==> src/rtl/motor_pkg.sv <==
// Shared definitions for the per-side motor bridge drivers: FSM encoding,
// direction polarity and the default timing parameters used by both sides.
package motor_pkg;

  typedef enum logic [1:0] {
    ST_IDLE      = 2'd0,
    ST_RUN       = 2'd1,
    ST_SLEW_DOWN = 2'd2,
    ST_DEAD      = 2'd3
  } state_t;

  localparam logic DIR_FWD = 1'b1;
  localparam logic DIR_REV = 1'b0;

  // 32768-clock PWM period, 1 ms dead time and 1/16-scale slew at 100 MHz
  localparam int PWM_BITS_DEF    = 15;
  localparam int DEAD_CYCLES_DEF = 100000;
  localparam int RAMP_STEP_DEF   = 2048;

endpackage

==> src/rtl/pwm_period_counter.sv <==
// Free-running PWM period counter; wraps at all-ones and flags that last count
// with period_tick (combinational from the count register, no backpressure).
module pwm_period_counter
  import motor_pkg::*;
#(
  parameter int PWM_BITS = PWM_BITS_DEF
) (
  input  logic                clock,
  input  logic                resetn,
  output logic [PWM_BITS-1:0] cnt,
  output logic                period_tick
);

  logic [PWM_BITS-1:0] cnt_q;

  always_ff @(posedge clock or negedge resetn) begin
    if (!resetn) begin
      cnt_q <= '0;
    end else begin
      cnt_q <= cnt_q + PWM_BITS'(1);
    end
  end

  assign cnt         = cnt_q;
  assign period_tick = (cnt_q == {PWM_BITS{1'b1}});

endmodule

==> src/rtl/motor_side_driver.sv <==
// One H-bridge side: slew-limited duty updated only at period boundaries, ramp-down
// plus dead time on reversal; outputs registered (1 clock), cmd_en=0 coasts immediately.
module motor_side_driver
  import motor_pkg::*;
#(
  parameter int PWM_BITS    = PWM_BITS_DEF,
  parameter int DEAD_CYCLES = DEAD_CYCLES_DEF,
  parameter int RAMP_STEP   = RAMP_STEP_DEF
) (
  input  logic                clock,
  input  logic                resetn,
  input  logic                cmd_en,
  input  logic                cmd_dir,
  input  logic [PWM_BITS-1:0] cmd_duty,
  output logic                pwm_out,
  output logic                in_fwd,
  output logic                in_rev,
  output logic                period_tick,
  output logic                busy
);

  localparam int                DW        = (DEAD_CYCLES > 1) ? $clog2(DEAD_CYCLES) : 1;
  localparam logic [DW-1:0]     DEAD_LOAD = DW'(DEAD_CYCLES - 1);
  localparam logic [PWM_BITS:0] STEP      = (PWM_BITS + 1)'(RAMP_STEP);

  // One slew step toward tgt; the extra bit keeps the distance compare wrap-free
  function automatic logic [PWM_BITS-1:0] ramp(input logic [PWM_BITS-1:0] cur,
                                               input logic [PWM_BITS-1:0] tgt);
    logic [PWM_BITS:0] c;
    logic [PWM_BITS:0] t;
    c = {1'b0, cur};
    t = {1'b0, tgt};
    if (t >= c) begin
      ramp = (t - c <= STEP) ? tgt : cur + STEP[PWM_BITS-1:0];
    end else begin
      ramp = (c - t <= STEP) ? tgt : cur - STEP[PWM_BITS-1:0];
    end
  endfunction

  logic [PWM_BITS-1:0] cnt;
  logic [PWM_BITS-1:0] cnt_next;
  state_t              state_q, state_d;
  logic [PWM_BITS-1:0] duty_q, duty_d;
  logic                dir_q, dir_d;
  logic [DW-1:0]       dead_q, dead_d;
  logic                pwm_q, pwm_d;
  logic                fwd_q, fwd_d;
  logic                rev_q, rev_d;
  logic                drive_d;

  pwm_period_counter #(
    .PWM_BITS(PWM_BITS)
  ) u_cnt (
    .clock      (clock),
    .resetn     (resetn),
    .cnt        (cnt),
    .period_tick(period_tick)
  );

  always_comb begin
    state_d  = state_q;
    duty_d   = duty_q;
    dir_d    = dir_q;
    dead_d   = dead_q;
    cnt_next = cnt + PWM_BITS'(1);
    if (!cmd_en) begin
      state_d = ST_IDLE;
      duty_d  = '0;
    end else begin
      unique case (state_q)
        ST_IDLE: begin
          duty_d = '0;
          if (period_tick) begin
            dir_d   = cmd_dir;
            state_d = ST_RUN;
            duty_d  = ramp('0, cmd_duty);
          end
        end
        ST_RUN: begin
          // A flip on a tick already ramps toward 0 in that same tick
          if (cmd_dir != dir_q) begin
            state_d = ST_SLEW_DOWN;
            if (period_tick) duty_d = ramp(duty_q, '0);
          end else if (period_tick) begin
            duty_d = ramp(duty_q, cmd_duty);
          end
        end
        ST_SLEW_DOWN: begin
          if (cmd_dir == dir_q) begin
            state_d = ST_RUN;
            if (period_tick) duty_d = ramp(duty_q, cmd_duty);
          end else if (period_tick) begin
            duty_d = ramp(duty_q, '0);
            if (duty_d == '0) begin
              state_d = ST_DEAD;
              dead_d  = DEAD_LOAD;
            end
          end
        end
        ST_DEAD: begin
          duty_d = '0;
          if (dead_q == '0) begin
            dir_d   = cmd_dir;
            state_d = ST_RUN;
          end else begin
            dead_d = dead_q - DW'(1);
          end
        end
        default: state_d = ST_IDLE;
      endcase
    end
    // Polarity is derived from the next state alone, so fwd and rev are exclusive
    drive_d = (state_d == ST_RUN) || (state_d == ST_SLEW_DOWN);
    pwm_d   = drive_d && (cnt_next < duty_d);
    fwd_d   = drive_d && (dir_d == DIR_FWD);
    rev_d   = drive_d && (dir_d == DIR_REV);
  end

  always_ff @(posedge clock or negedge resetn) begin
    if (!resetn) begin
      state_q <= ST_IDLE;
      duty_q  <= '0;
      dir_q   <= DIR_FWD;
      dead_q  <= '0;
      pwm_q   <= 1'b0;
      fwd_q   <= 1'b0;
      rev_q   <= 1'b0;
    end else begin
      state_q <= state_d;
      duty_q  <= duty_d;
      dir_q   <= dir_d;
      dead_q  <= dead_d;
      pwm_q   <= pwm_d;
      fwd_q   <= fwd_d;
      rev_q   <= rev_d;
    end
  end

  assign pwm_out = pwm_q;
  assign in_fwd  = fwd_q;
  assign in_rev  = rev_q;
  assign busy    = (state_q == ST_SLEW_DOWN) || (state_q == ST_DEAD);

endmodule

==> config.mk <==
export PLATFORM = sky130hd
export DESIGN_NAME = motor_side_driver
export DESIGN_NICKNAME = d
export VERILOG_FILES = /design/src/rtl/motor_pkg.sv /design/src/rtl/pwm_period_counter.sv /design/src/rtl/motor_side_driver.sv
export SDC_FILE = /design/constraint.sdc
export NUM_CORES = 1
export LEC_CHECK = 0
export BUFFER_PORTS_ARGS = -buffer_cell sky130_fd_sc_hd__buf_2
export CORE_MARGIN = 3
export CORE_UTILIZATION = 65
export DETAILED_ROUTE_END_ITERATION = 12
export GPL_TIMING_DRIVEN = 0
export PLACE_DENSITY = 0.87
export SLEW_MARGIN = 5
export SYNTH_ARGS = -nofsm -noshare
export SYNTH_HDL_FRONTEND = slang
export SYNTH_HIERARCHICAL = 1
export SYNTH_SLANG_ARGS = --single-unit
==> constraint.sdc <==
create_clock -name clock -period 7.9 [get_ports clock]
set_input_delay 1.58 -clock clock [delete_from_list [all_inputs] [get_ports clock]]
set_output_delay 1.58 -clock clock [all_outputs]
set_load 0.02 [all_outputs]
# --- Yosys cells after proc, flatten, opt, wreduce, memory -nomap -nowiden ---
# Cells that the tools add are included.
classes:
  n_eq_ne: 12
  muxes: 36
  n_shift: 0
  n_lt_le_gt_ge: 8
  reduce_logical: 10
  addsub: 7
  n_bitwise: 1
  multipliers: 0
  div: 0
ops:
  columns: ["cell", "count"]
  rows:
  - ["two-way mux 15 bit", 18]
  - ["two-way mux 17 bit", 4]
  - ["case mux 15 bit (4 select lines)", 1]
  - ["<= comparator 16 x 12 -> 1 bit (second input constant)", 3]
  - ["case mux 17 bit (2 select lines)", 1]
  - ["subtractor 15 x 15 -> 16 bit", 2]
  - ["<= comparator 15 x 12 -> 1 bit (second input constant)", 2]
  - ["logical NOT 17 bit", 1]
  - ["subtractor 17 x 1 -> 17 bit (second input constant)", 1]
  - ["subtractor 1 x 15 -> 16 bit (first input constant)", 1]
  - ["adder 15 x 1 -> 15 bit (second input constant)", 1]
  - ["adder 15 x 12 -> 15 bit (second input constant)", 1]
  - ["equality test 15 bit (second input constant)", 1]
  - ["greater-or-equal comparator 1 x 15 -> 1 bit (first input constant)", 1]
  - ["greater-or-equal comparator 15 bit", 1]
  - ["logical NOT 15 bit", 1]
  - ["less-than comparator 15 bit", 1]
  - ["subtractor 15 x 12 -> 15 bit (second input constant)", 1]
  - ["two-way mux 2 bit", 7]
  - ["inequality test 2 bit (second input constant)", 4]
  - ["case mux 2 bit (4 select lines)", 1]
  - ["equality test 2 bit (second input constant)", 3]
  - ["AND reduction 6 bit", 1]
  - ["equality test 2 x 1 -> 1 bit (second input constant)", 2]
  - ["9 further kinds", 14]
totals:
  rom_bits: 0
  mem_bits_rw: 0
  inputBits: 19
  latchBits: 0
  register_bits: 53
  elab_cells: 82
  mem_count: 0

# --- Logic depth before layout (Yosys ltp) ---
# Gate-level depths: netlist of the first run.
depth:
  word_depth: 17
  depth_mapped: 24
  ltp_nobuf: 22

# --- By module ---
# Netlist of the first run, hierarchy kept.
by_module_without_submodules:
  columns: ["module", "seq_area_each_um2", "cells_each", "area_per_inst_um2", "instances"]
  rows:
  - ["motor_side_driver", 952.2, 625, 4798.4, 1]
  - ["pwm_period_counter", 375.4, 55, 663.1, 1]

# --- Least setup slack after synthesis of the first run ---
# OpenSTA, ideal clock, no wires.
synth_timing:
  kind: "input to register"
  start: "input cmd_duty[9]"
  end: "register pwm_q, in the netlist pwm_out"
  slack_ps: 1555
  setup_time_ps: 78
  path_stages: 22
  n_path_buf: 1
  t_required_ps: 7822
  t_arrival_ps: 6267
  path_cell_list: "inv_1 > ha_1 > nor2b_1 > a2111o_1 > a211oi_1 > o21ai_1 > or4_1 > o41a_1 > or4_4 > a21oi_4 > buf_12 > mux2i_1 > o21ai_1 > ha_1 > a21o_1 > a21o_1 > a21oi_1 > nor2_1 > a2111oi_0 > o21ai_0 > a311oi_1 > o21bai_1"
synth_between:
  elab_chain_cells: 10
  word_cells_on_any_way: 18
  classes_between: "2 x add/sub; 5 x order compare; 10 x mux; 1 x reduce/logical"
synth_rtl:
  columns: ["item", "line_no", "text"]
  rows:
  - ["start, declared", "motor_side_driver.sv:14", "input logic [PWM_BITS-1:0] cmd_duty,"]
  - ["subtractor 15 x 15 -> 16 bit (on tied branches)", "motor_side_driver.sv:36, motor_side_driver.sv:34", null]
  - ["<= comparator 16 x 12 -> 1 bit (on tied branches)", "motor_side_driver.sv:36, motor_side_driver.sv:34", null]
  - ["two-way mux 15 bit (on tied branches)", "motor_side_driver.sv:36, motor_side_driver.sv:34", null]
  - ["two-way mux 15 bit", "motor_side_driver.sv:33", "if (t >= c) begin"]
  - ["two-way mux 15 bit", "motor_side_driver.sv:84", "end else if (period_tick) begin"]
  - ["two-way mux 15 bit (on tied branches)", "motor_side_driver.sv:89, motor_side_driver.sv:81", null]
  - ["case mux 15 bit (4 select lines) (*)", "motor_side_driver.sv:70", "unique case (state_q)"]
  - ["two-way mux 15 bit (*)", "motor_side_driver.sv:66", "if (!cmd_en) begin"]
  - ["less-than comparator 15 bit (*)", "motor_side_driver.sv:114", "pwm_d = drive_d && (cnt_next < duty_d);"]
  - ["logical AND 1 bit (*)", "motor_side_driver.sv:114", null]
  - ["via pwm_d", "motor_side_driver.sv:46", "logic pwm_q, pwm_d;"]
  - ["end signal, assigned", "motor_side_driver.sv:133", "pwm_q <= pwm_d;"]
  - ["end, declared", "motor_side_driver.sv:46", null]
# The timed path passes the listed nets; every way through them passes the cells marked *.
# A chain may end at the register's enable or synchronous reset.

# --- Worst setup path in the final report of the first run ---
layout_timing:
  start: "input cmd_duty[8]"
  end: "register pwm_q, in the netlist pwm_out"
# The elaborated chain is that of the path after synthesis.

==> impl_metrics.toml, run 1 <==
[run_status]
status = "complete, no violations"

[synthesis]
synth_compound_area_frac = 0.210
synth_area_mm2 = 0.00546
synth.most_common_cell = "nand2_1"
synth-seq-cells = 53
synth_area_leaders = "dfrtp_1, ha_1, xnor2_1, nand2_1, a21oi_1"
synth.avg_cell_area_um2 = 8.03
syn_inst = 680
synth_mux_area_frac = 0.0369
synth_edf_count = 0
synth_top_area_cell = "dfrtp_1"
yosysSeqAreaShare = 0.243
synth_top_family_by_area = "simple AND/OR/NAND/NOR gates"
synth_xor_area_frac = 0.0882
syn-num-nets = 755
synth_top_cell_area_share = 0.238
synth_ff_type = "dfrtp_1"
synthAdderAreaFrac = 0.128
synth-simple-area-share = 0.241
synth-async-reset-ratio = 1.00
synth_warnings = 6
synth.distinct_cells = 70
synth_common_cells = "nand2_1, ha_1, dfrtp_1, inv_1, nor2_1"

[layout]
diodes = 0
nFillCells = 610
finalNonFillerCells = 813
drive_gt1_frac = 0.0689
final_util = 0.731
area_growth_syn_to_layout_pct = 6.09
nNetsFinal = 785

[grt]
overflow = 0
grt_start_max_net_pins = 54
antenna_found_initial = 0
grt_pass1_wl_um = 23000
grt_util_all_layers = 0.284
grt_pass1_vias = 4978

[routing]
drc = 0
wl_um = 13600
firstDrtPassIters = 6
wl_per_cell_um = 16.7
via_per_inst = 6.35
vias = 5165
drt-initial-drc-count = 367
antenna_left = 0

[timing]
slew_headroom = 0.217
fin_tns_setup_ns = 0
fin_crit_sh = 0.875
hold_viol = 0
clock.fmax_mhz = 145
drv_slew = 0
worst_slew_pin_slew_ns = 1.18
skew_ns = 0.0128
period_minus_slack_ns = 6.91
rsz0062_at_grt = "false"
finalSetupViolCount = 0

[floorplan]
die_x_um = 97.7
die_area_mm2 = 0.00954
floorplan.initialDensity = 0.689
rows = 32
ioPinCount = 24
chipHeight_um = 97.7
core_mm2 = 0.00793

[place]
io_buffers = 23
place_inst = 805
dp_hpwl_um = 10600
place_congestion = 0.964

[critical_path]
required_ns = 8.15
crit_fanout = 10
path_class = "input port to register"
critPathCaptureType = "register"
critPathLaunchType = "input port"
worstPathArrival_ns = 7.16

[clock_network]
clk_latency_ns = 0.31
cts.sinks = 53
cts_tree = "yes"
cts_buffers = 5
root_buffer = "clkbuf_8"
cts_hold_buffers = 0
h-tree-depth = 2
clk_pin_slew_ns = 0.11
post_cts_buffers = 0
clock_path_buffers = 2
cts_repair_resize_count = 0

[power_and_ir_drop]
p_leak_nw = 2.68
ir_worst_vdd_mv = 0.114
cellPowerDensity_mw_per_mm2 = 87.3

[flow_run]
drv_cap = 0

[hold_path]
min_path_type = "register to register"
-- layout make-up --
class                   instances  area, um^2  share of cell area
plain buffers                  21        96.3              0.0166
clock buffers                   5        68.8              0.0119
clock inverters                 3        21.3             0.00367
inverters                      50         188              0.0324
multi-input cells             556        3850               0.664
flip-flops and latches         53        1330               0.229
well taps                     102         128              0.0220
repair buffers                 23         115              0.0199
-- report_power, final --
part | switching (W) | internal (W)
combinational | 0.0000505 | 0.0000268
clock | 0.0000944 | 0.0000631
sequential | 0 | 0.000271
-- final timing paths --
path                                           end  slack (ns)  cells past startpoint                    start
min reg2reg                u_cnt/cnt[14]$_DFF_PN0_        0.51                      1  u_cnt/cnt[14]$_DFF_PN0_
max in group asynchronous     state_q[0]$_DFF_PN0_        5.69                      1                   resetn
max reg2reg                      pwm_out$_DFF_PN0_        2.01                     20      duty_q[8]$_DFF_PN0_
min in group asynchronous     duty_q[10]$_DFF_PN0_        1.51                      1                   resetn
max                              pwm_out$_DFF_PN0_        0.99                     22              cmd_duty[8]
min                        u_cnt/cnt[14]$_DFF_PN0_        0.51                      1  u_cnt/cnt[14]$_DFF_PN0_
-- kinds of logic after synthesis --
kind of cell / after synthesis
buffers and inverters: 71
multiplexers: 20
XOR/XNOR: 55
AND/OR/NAND/NOR: 254
flip-flops: 53
AO/OA/AOI/OAI: 171
adder cells (fa/ha/maj): 56
-- critical path: stages --
cell and delay (ns):
buf_2 0.15, inv_1 0.06, ha_1 0.30, clkbuf_1 0.38, nand4_1 0.36, a211oi_2 0.50
o211ai_1 0.14, a222oi_1 0.39, or4bb_1 0.63, a21oi_4 0.25, buf_12 0.17, mux2i_1 0.24
o21ai_1 0.10, ha_1 0.33, a21o_1 0.19, a21o_1 0.17, a21oi_1 0.16, nor2_1 0.06
a2111oi_0 0.39, o21ai_0 0.20, a311oi_1 0.27, o21bai_1 0.15
-- cells in the final DEF (no fill, tap or decap), types with 12 or more instances in the layout --
cell type	instances
nand4_1	14
a21o_1	19
ha_1	56
nor2_1	47
a21oi_1	42
buf_2	24
o21ai_0	24
o21ai_1	14
nand3_1	24
nor3_1	20
xnor2_1	35
xor2_1	20
o21a_1	12
nor2b_1	13
clkbuf_1	18
nand2_1	72
dfrtp_1	52
mux2i_1	19
inv_1	50
-- layer usage --
metal  wire (um)  track usage  share of wire
met2        6750        0.504           0.50
met4         378       0.0841          0.028
met5           0            0              0
met3         617       0.0273          0.045
met1        5810        0.366           0.43
-- flip-flops by register name (all words and copies together), names as in the netlist --
name / count
dead_q: 17
dir_q: 1
in_fwd: 1
in_rev: 1
pwm_out: 1
u_cnt/cnt: 15
duty_q: 15
state_q: 2
-- stage by stage --
step | setup WS [ns] | total power (W) | cell area (um^2) | hold slack (ns)
after floorplan | 1.56 | 0.000325 | 5460 | 0.474
final | 0.988 | 0.000506 | 5790 | 0.505
after global placement | 0.912 | 0.000351 | 5700 | 0.488
after detailed placement | 0.770 | 0.000352 | 5700 | 0.495
after CTS | 1.10 | 0.000510 | 5790 | 0.509
after global routing | 0.614 | 0.000529 | 5790 | 0.538
Power figures use the tool's default switching activity.
==> run 2: changes to the inputs <==
--- a/config.mk
+++ b/config.mk
@@ -10,7 +10,7 @@
 export CORE_UTILIZATION = 65
 export DETAILED_ROUTE_END_ITERATION = 12
 export GPL_TIMING_DRIVEN = 0
-export PLACE_DENSITY = 0.87
+export PLACE_DENSITY = 0.8
 export SLEW_MARGIN = 5
 export SYNTH_ARGS = -nofsm -noshare
 export SYNTH_HDL_FRONTEND = slang
==> impl_metrics.toml, run 2 (synthesis gave the netlist of run 1 again) <==
[power_and_ir_drop]
ir_worst_vdd_mv = 0.0931
clkPwrFrac = 0.321
cellPowerDensity_mw_per_mm2 = 88.9
p_int_w = 0.000362
p_leak_nw = 2.68
seq_power_share = 0.526
comb_power_share = 0.153
fin_total_pwr_w = 0.000515
switching_share = 0.297
p_switching_w = 0.000153

[routing]
firstDrtPassIters = 6
via_per_inst = 6.36
drt-initial-drc-count = 369
wl_per_cell_um = 17.2
antenna_left = 0
drc = 0
wl_um = 14000
vias = 5170

[clock_network]
post_cts_buffers = 0
clk_latency_ns = 0.32
clk_pin_slew_ns = 0.11
cts_buffers = 5
cts.sinks = 53
clock_path_buffers = 2
h-tree-depth = 2
cts_tree = "yes"
cts_hold_buffers = 0
cts_repair_resize_count = 0
root_buffer = "clkbuf_8"

[critical_path]
critPathLaunchType = "input port"
worstPathArrival_ns = 7.25
r2r_cells = 21
reg2reg_slack_ns = 1.97
critPathCaptureType = "register"
crit_fanout = 10
required_ns = 8.16
rr_startpoint = "duty_q[8]$_DFF_PN0_"
crit_start = "cmd_duty[8]"
path_class = "input port to register"
r2r-end = "pwm_out$_DFF_PN0_"
crit_path_end = "pwm_out$_DFF_PN0_"

[hold_path]
min_path_type = "register to register"

[floorplan]
rows = 32
floorplan.initialDensity = 0.689
chipHeight_um = 97.7
die_x_um = 97.7
die_area_mm2 = 0.00954
core_mm2 = 0.00793
ioPinCount = 24

[layout]
nNetsFinal = 785
drive_gt1_frac = 0.0689
design_area_mm2 = 0.00580
top_register = "dead_q"
final_common_cell = "nand2_1"
diodes = 0
area_growth_syn_to_layout_pct = 6.16
final_cell_mix = "nand2_1, ha_1, dfrtp_1"
final_util = 0.731
largest_reg_flops = 17

[timing]
worst_slew_pin_slew_ns = 1.20
rsz0062_at_grt = "false"
period_minus_slack_ns = 6.99
skew_ns = 0.0154
slew_headroom = 0.200
clock.fmax_mhz = 143
fin_tns_setup_ns = 0
drv_slew = 0
hold_viol = 0
whs_ns = 0.535
finalSetupViolCount = 0
fin_crit_sh = 0.885

[place]
io_buffers = 23
dp_hpwl_um = 10900
postPlaceCellArea_mm2 = 0.00570
place_congestion = 0.955

[grt]
grt_pass1_wl_um = 24100
grt_util_all_layers = 0.301
grt_pass1_vias = 5058
grt_start_max_net_pins = 54
antenna_found_initial = 0
overflow = 0

[run_status]
status = "complete, no violations"

[flow_run]
drv_cap = 0
==> run 2: cell types whose count changed in the layout (fill, tap and decap cells not counted) <==
cell      previous run  this run
clkinv_2             1         0
clkinv_4             0         1
==> run 2: layer usage <==
metal / vias to the layer above / routed length, um / global-route usage
li1: 2515 / - / -
met1: 2437 / 6110 / 0.399
met2: 182 / 6880 / 0.511
met3: 36 / 648 / 0.0402
met4: 0 / 386 / 0.0895
met5: - / 0 / 0
==> run 2: layout make-up <==
cell class | count | area [um^2]
fillers | 643 | 2130
inverters | 50 | 188
repair buffers | 23 | 115
clock buffers | 5 | 68.8
flip-flops and latches | 53 | 1330
multi-input cells | 556 | 3850
plain buffers | 21 | 96.3
clock inverters | 3 | 25.0
well taps | 102 | 128
==> run 2: worst min path at each step <==
stage / start / to / slack [ns] / cells past startpoint
2_1_floorplan: u_cnt/cnt[14]$_DFF_PN0_ / u_cnt/cnt[14]$_DFF_PN0_ / 0.47 / 1
3_3_place_gp: u_cnt/cnt[14]$_DFF_PN0_ / u_cnt/cnt[14]$_DFF_PN0_ / 0.49 / 1
3_5_place_dp: dead_q[16]$_DFFE_PN0P_ / dead_q[16]$_DFFE_PN0P_ / 0.53 / 2
4_1_cts: u_cnt/cnt[14]$_DFF_PN0_ / u_cnt/cnt[14]$_DFF_PN0_ / 0.54 / 1
5_1_grt: u_cnt/cnt[14]$_DFF_PN0_ / u_cnt/cnt[14]$_DFF_PN0_ / 0.55 / 1
6_report: u_cnt/cnt[14]$_DFF_PN0_ / u_cnt/cnt[14]$_DFF_PN0_ / 0.54 / 1
==> run 2: worst max-delay path, stage by stage <==
cell       delay (ns)
buf_2            0.16
inv_1            0.07
ha_1             0.32
clkbuf_1         0.42
nand4_1          0.33
o221ai_1         0.44
nand2_1          0.13
o211a_1          0.14
a222oi_1         0.36
or4bb_1          0.62
a21oi_4          0.25
buf_12           0.17
mux2i_1          0.23
o21ai_1          0.10
ha_1             0.33
a21o_1           0.18
a21o_1           0.17
a21oi_1          0.20
nor2_1           0.08
a2111oi_0        0.39
o21ai_0          0.19
a311oi_1         0.25
o21bai_1         0.14
==> run 2: power groups by stage <==
stage	Sequential, W	Combinational (W)	Clock [W]
4_1_cts	0.000271	0.0000771	0.000169
6_report	0.000271	0.0000790	0.000165
3_5_place_dp	0.000276	0.0000767	0
5_1_grt	0.000271	0.0000878	0.000179
3_3_place_gp	0.000276	0.0000751	0
2_1_floorplan	0.000277	0.0000487	0
==> run 2: stage by stage <==
step	worst slack, ns	instances
after floorplan	1.56	680
after global placement	0.916	805
after detailed placement	0.809	805
after CTS	1.10	813
after global routing	0.513	813
final	0.907	813
==> run 3: changes to the inputs <==
--- a/config.mk
+++ b/config.mk
@@ -7,10 +7,10 @@
 export LEC_CHECK = 0
 export BUFFER_PORTS_ARGS = -buffer_cell sky130_fd_sc_hd__buf_2
 export CORE_MARGIN = 3
-export CORE_UTILIZATION = 65
+export CORE_UTILIZATION = 50
 export DETAILED_ROUTE_END_ITERATION = 12
 export GPL_TIMING_DRIVEN = 0
-export PLACE_DENSITY = 0.8
+export PLACE_DENSITY = 0.66
 export SLEW_MARGIN = 5
 export SYNTH_ARGS = -nofsm -noshare
 export SYNTH_HDL_FRONTEND = slang
==> constraint.sdc (replaced) <==
create_clock -name clock -period 6.15 [get_ports clock]
set_input_delay 1.23 -clock clock [delete_from_list [all_inputs] [get_ports clock]]
set_output_delay 1.23 -clock clock [all_outputs]
set_load 0.02 [all_outputs]
==> impl_metrics.toml, run 3 (synthesis gave the netlist of run 1 again) <==
[power_and_ir_drop]
ir_worst_vdd_mv = 0.0836
fin_total_pwr_w = 0.000679
cellPowerDensity_mw_per_mm2 = 111
p_leak_nw = 2.76

[routing]
drt-initial-drc-count = 406
drc = 1
firstDrtPassIters = 9
vias = 5117
antenna_left = 0
via_per_inst = 5.98
wl_um = 14200
wl_per_cell_um = 16.6

[timing]
worst_slew_pin_slew_ns = 0.914
skew_ns = 0.0192
drv_slew = 0
clock.fmax_mhz = 171
period_minus_slack_ns = 5.83
slew_headroom = 0.388
fin_crit_sh = 0.948
setup_slack_ns = 0.317
hold_viol = 0
finalSetupViolCount = 0
fin_tns_setup_ns = 0

[clock_network]
cts_hold_buffers = 0
cts_buffers = 5
clk_latency_ns = 0.32
clk_pin_slew_ns = 0.12
clock_path_buffers = 2
cts.sinks = 53
root_buffer = "clkbuf_8"
h-tree-depth = 2
cts_tree = "yes"

[layout]
regArea_mm2 = 0.00133
nNetsFinal = 794
diodes = 0
nFillCells = 1011
largest_reg_flops = 17
top_register = "dead_q"
final_cell_mix = "nand2_1, ha_1, dfrtp_1"
area_growth_syn_to_layout_pct = 11.7
drive_gt1_frac = 0.118
multi_input_area_mm2 = 0.00402
final_common_cell = "nand2_1"

[floorplan]
rows = 37
die_x_um = 111
die_area_mm2 = 0.0122
floorplan.initialDensity = 0.522
chipHeight_um = 111
ioPinCount = 24
core_mm2 = 0.0105

[hold_path]
min_path_type = "register to register"

[grt]
overflow = 0
antenna_found_initial = 0
gr-max-usage-layer = "met2"
grtUsageMet2 = 0.398
grt_util_all_layers = 0.229
grt_use_met1 = 0.299
grt_pass1_wl_um = 23800
grt_start_max_net_pins = 54
grt_pass1_vias = 5024
met3_usage = 0.0263

[critical_path]
crit_fanout = 7
worstPathArrival_ns = 6.09
path_class = "input port to register"
critPathLaunchType = "input port"
critPathCaptureType = "register"
required_ns = 6.41

[place]
place_congestion = 0.942
io_buffers = 23
dp_slack_ns = -0.569
dp_hpwl_um = 10900

[run_status]
status = "complete, but fails checks"
violations = "DRC"

[flow_run]
drv_cap = 0
## run 3: per-layer routing
| layer | wire length [um] | vias to the layer above |
|---|---|---|
| met4 | 357 | 0 |
| li1 | - | 2532 |
| met2 | 6930 | 117 |
| met1 | 6440 | 2443 |
| met3 | 501 | 25 |
| met5 | 0 | - |
## run 3: power breakdown
part           switching [W]  total (W)  internal, W  leakage, nW
combinational      0.0000728   0.000114    0.0000416         2.00
clock               0.000133   0.000216    0.0000832       0.0423
sequential                 0   0.000348     0.000348        0.717
## run 3: per-stage QoR
step | instances | area, um^2 | hold WS (ns) | utilization
2_1_floorplan | 680 | 5460 | 0.474 | -
3_3_place_gp | 839 | 5750 | 0.489 | 0.549
3_5_place_dp | 839 | 5750 | 0.496 | 0.549
4_1_cts | 848 | 5890 | 0.516 | 0.563
5_1_grt | 856 | 6100 | 0.540 | 0.583
6_report | 856 | 6100 | 0.512 | 0.583
## run 3: timing repair
item | in CTS | in global routing
buffers inserted | 2 | 8
pin swaps | 5 | 16
hold endpoints to repair | 0 | 0
gates cloned | 0 | 0
resized for setup | 12 | 32
setup endpoints to repair | 1 | 1
## run 3: layout make-up
type,instances,share of cell area
plain buffers,20,0.0174
well taps,136,0.0279
multi-input cells,556,0.659
clock inverters,3,0.00431
clock buffers,5,0.0113
inverters,50,0.0308
flip-flops and latches,53,0.218
repair buffers,33,0.0316
## run 3: worst paths after layout
kind / start / to / cells past startpoint / slack, ns
max: cmd_duty[9] / pwm_out$_DFF_PN0_ / 24 / 0.32
min: u_cnt/cnt[14]$_DFF_PN0_ / u_cnt/cnt[14]$_DFF_PN0_ / 1 / 0.51
max reg2reg: duty_q[12]$_DFF_PN0_ / pwm_out$_DFF_PN0_ / 21 / 0.94
min reg2reg: u_cnt/cnt[14]$_DFF_PN0_ / u_cnt/cnt[14]$_DFF_PN0_ / 1 / 0.51
max in group asynchronous: resetn / duty_q[4]$_DFF_PN0_ / 1 / 4.73
min in group asynchronous: resetn / duty_q[13]$_DFF_PN0_ / 1 / 0.93
## run 3: critical path, cell delays in order
cell and delay [ns]:
buf_2 0.15, inv_1 0.09, ha_4 0.25, nor2b_1 0.15
a2111o_1 0.43, a211oi_2 0.15, o21ai_1 0.08, or4_1 0.43
o41a_1 0.44, or4_4 0.46, a21oi_4 0.18, buf_12 0.13
buf_4 0.17, mux2i_1 0.25, o21ai_1 0.10, ha_1 0.33
a21oi_1 0.13, nor2b_1 0.06, o21ai_0 0.18, nand2_1 0.10
a21oi_1 0.14, o21ai_1 0.09, a311oi_1 0.23, o21bai_1 0.14
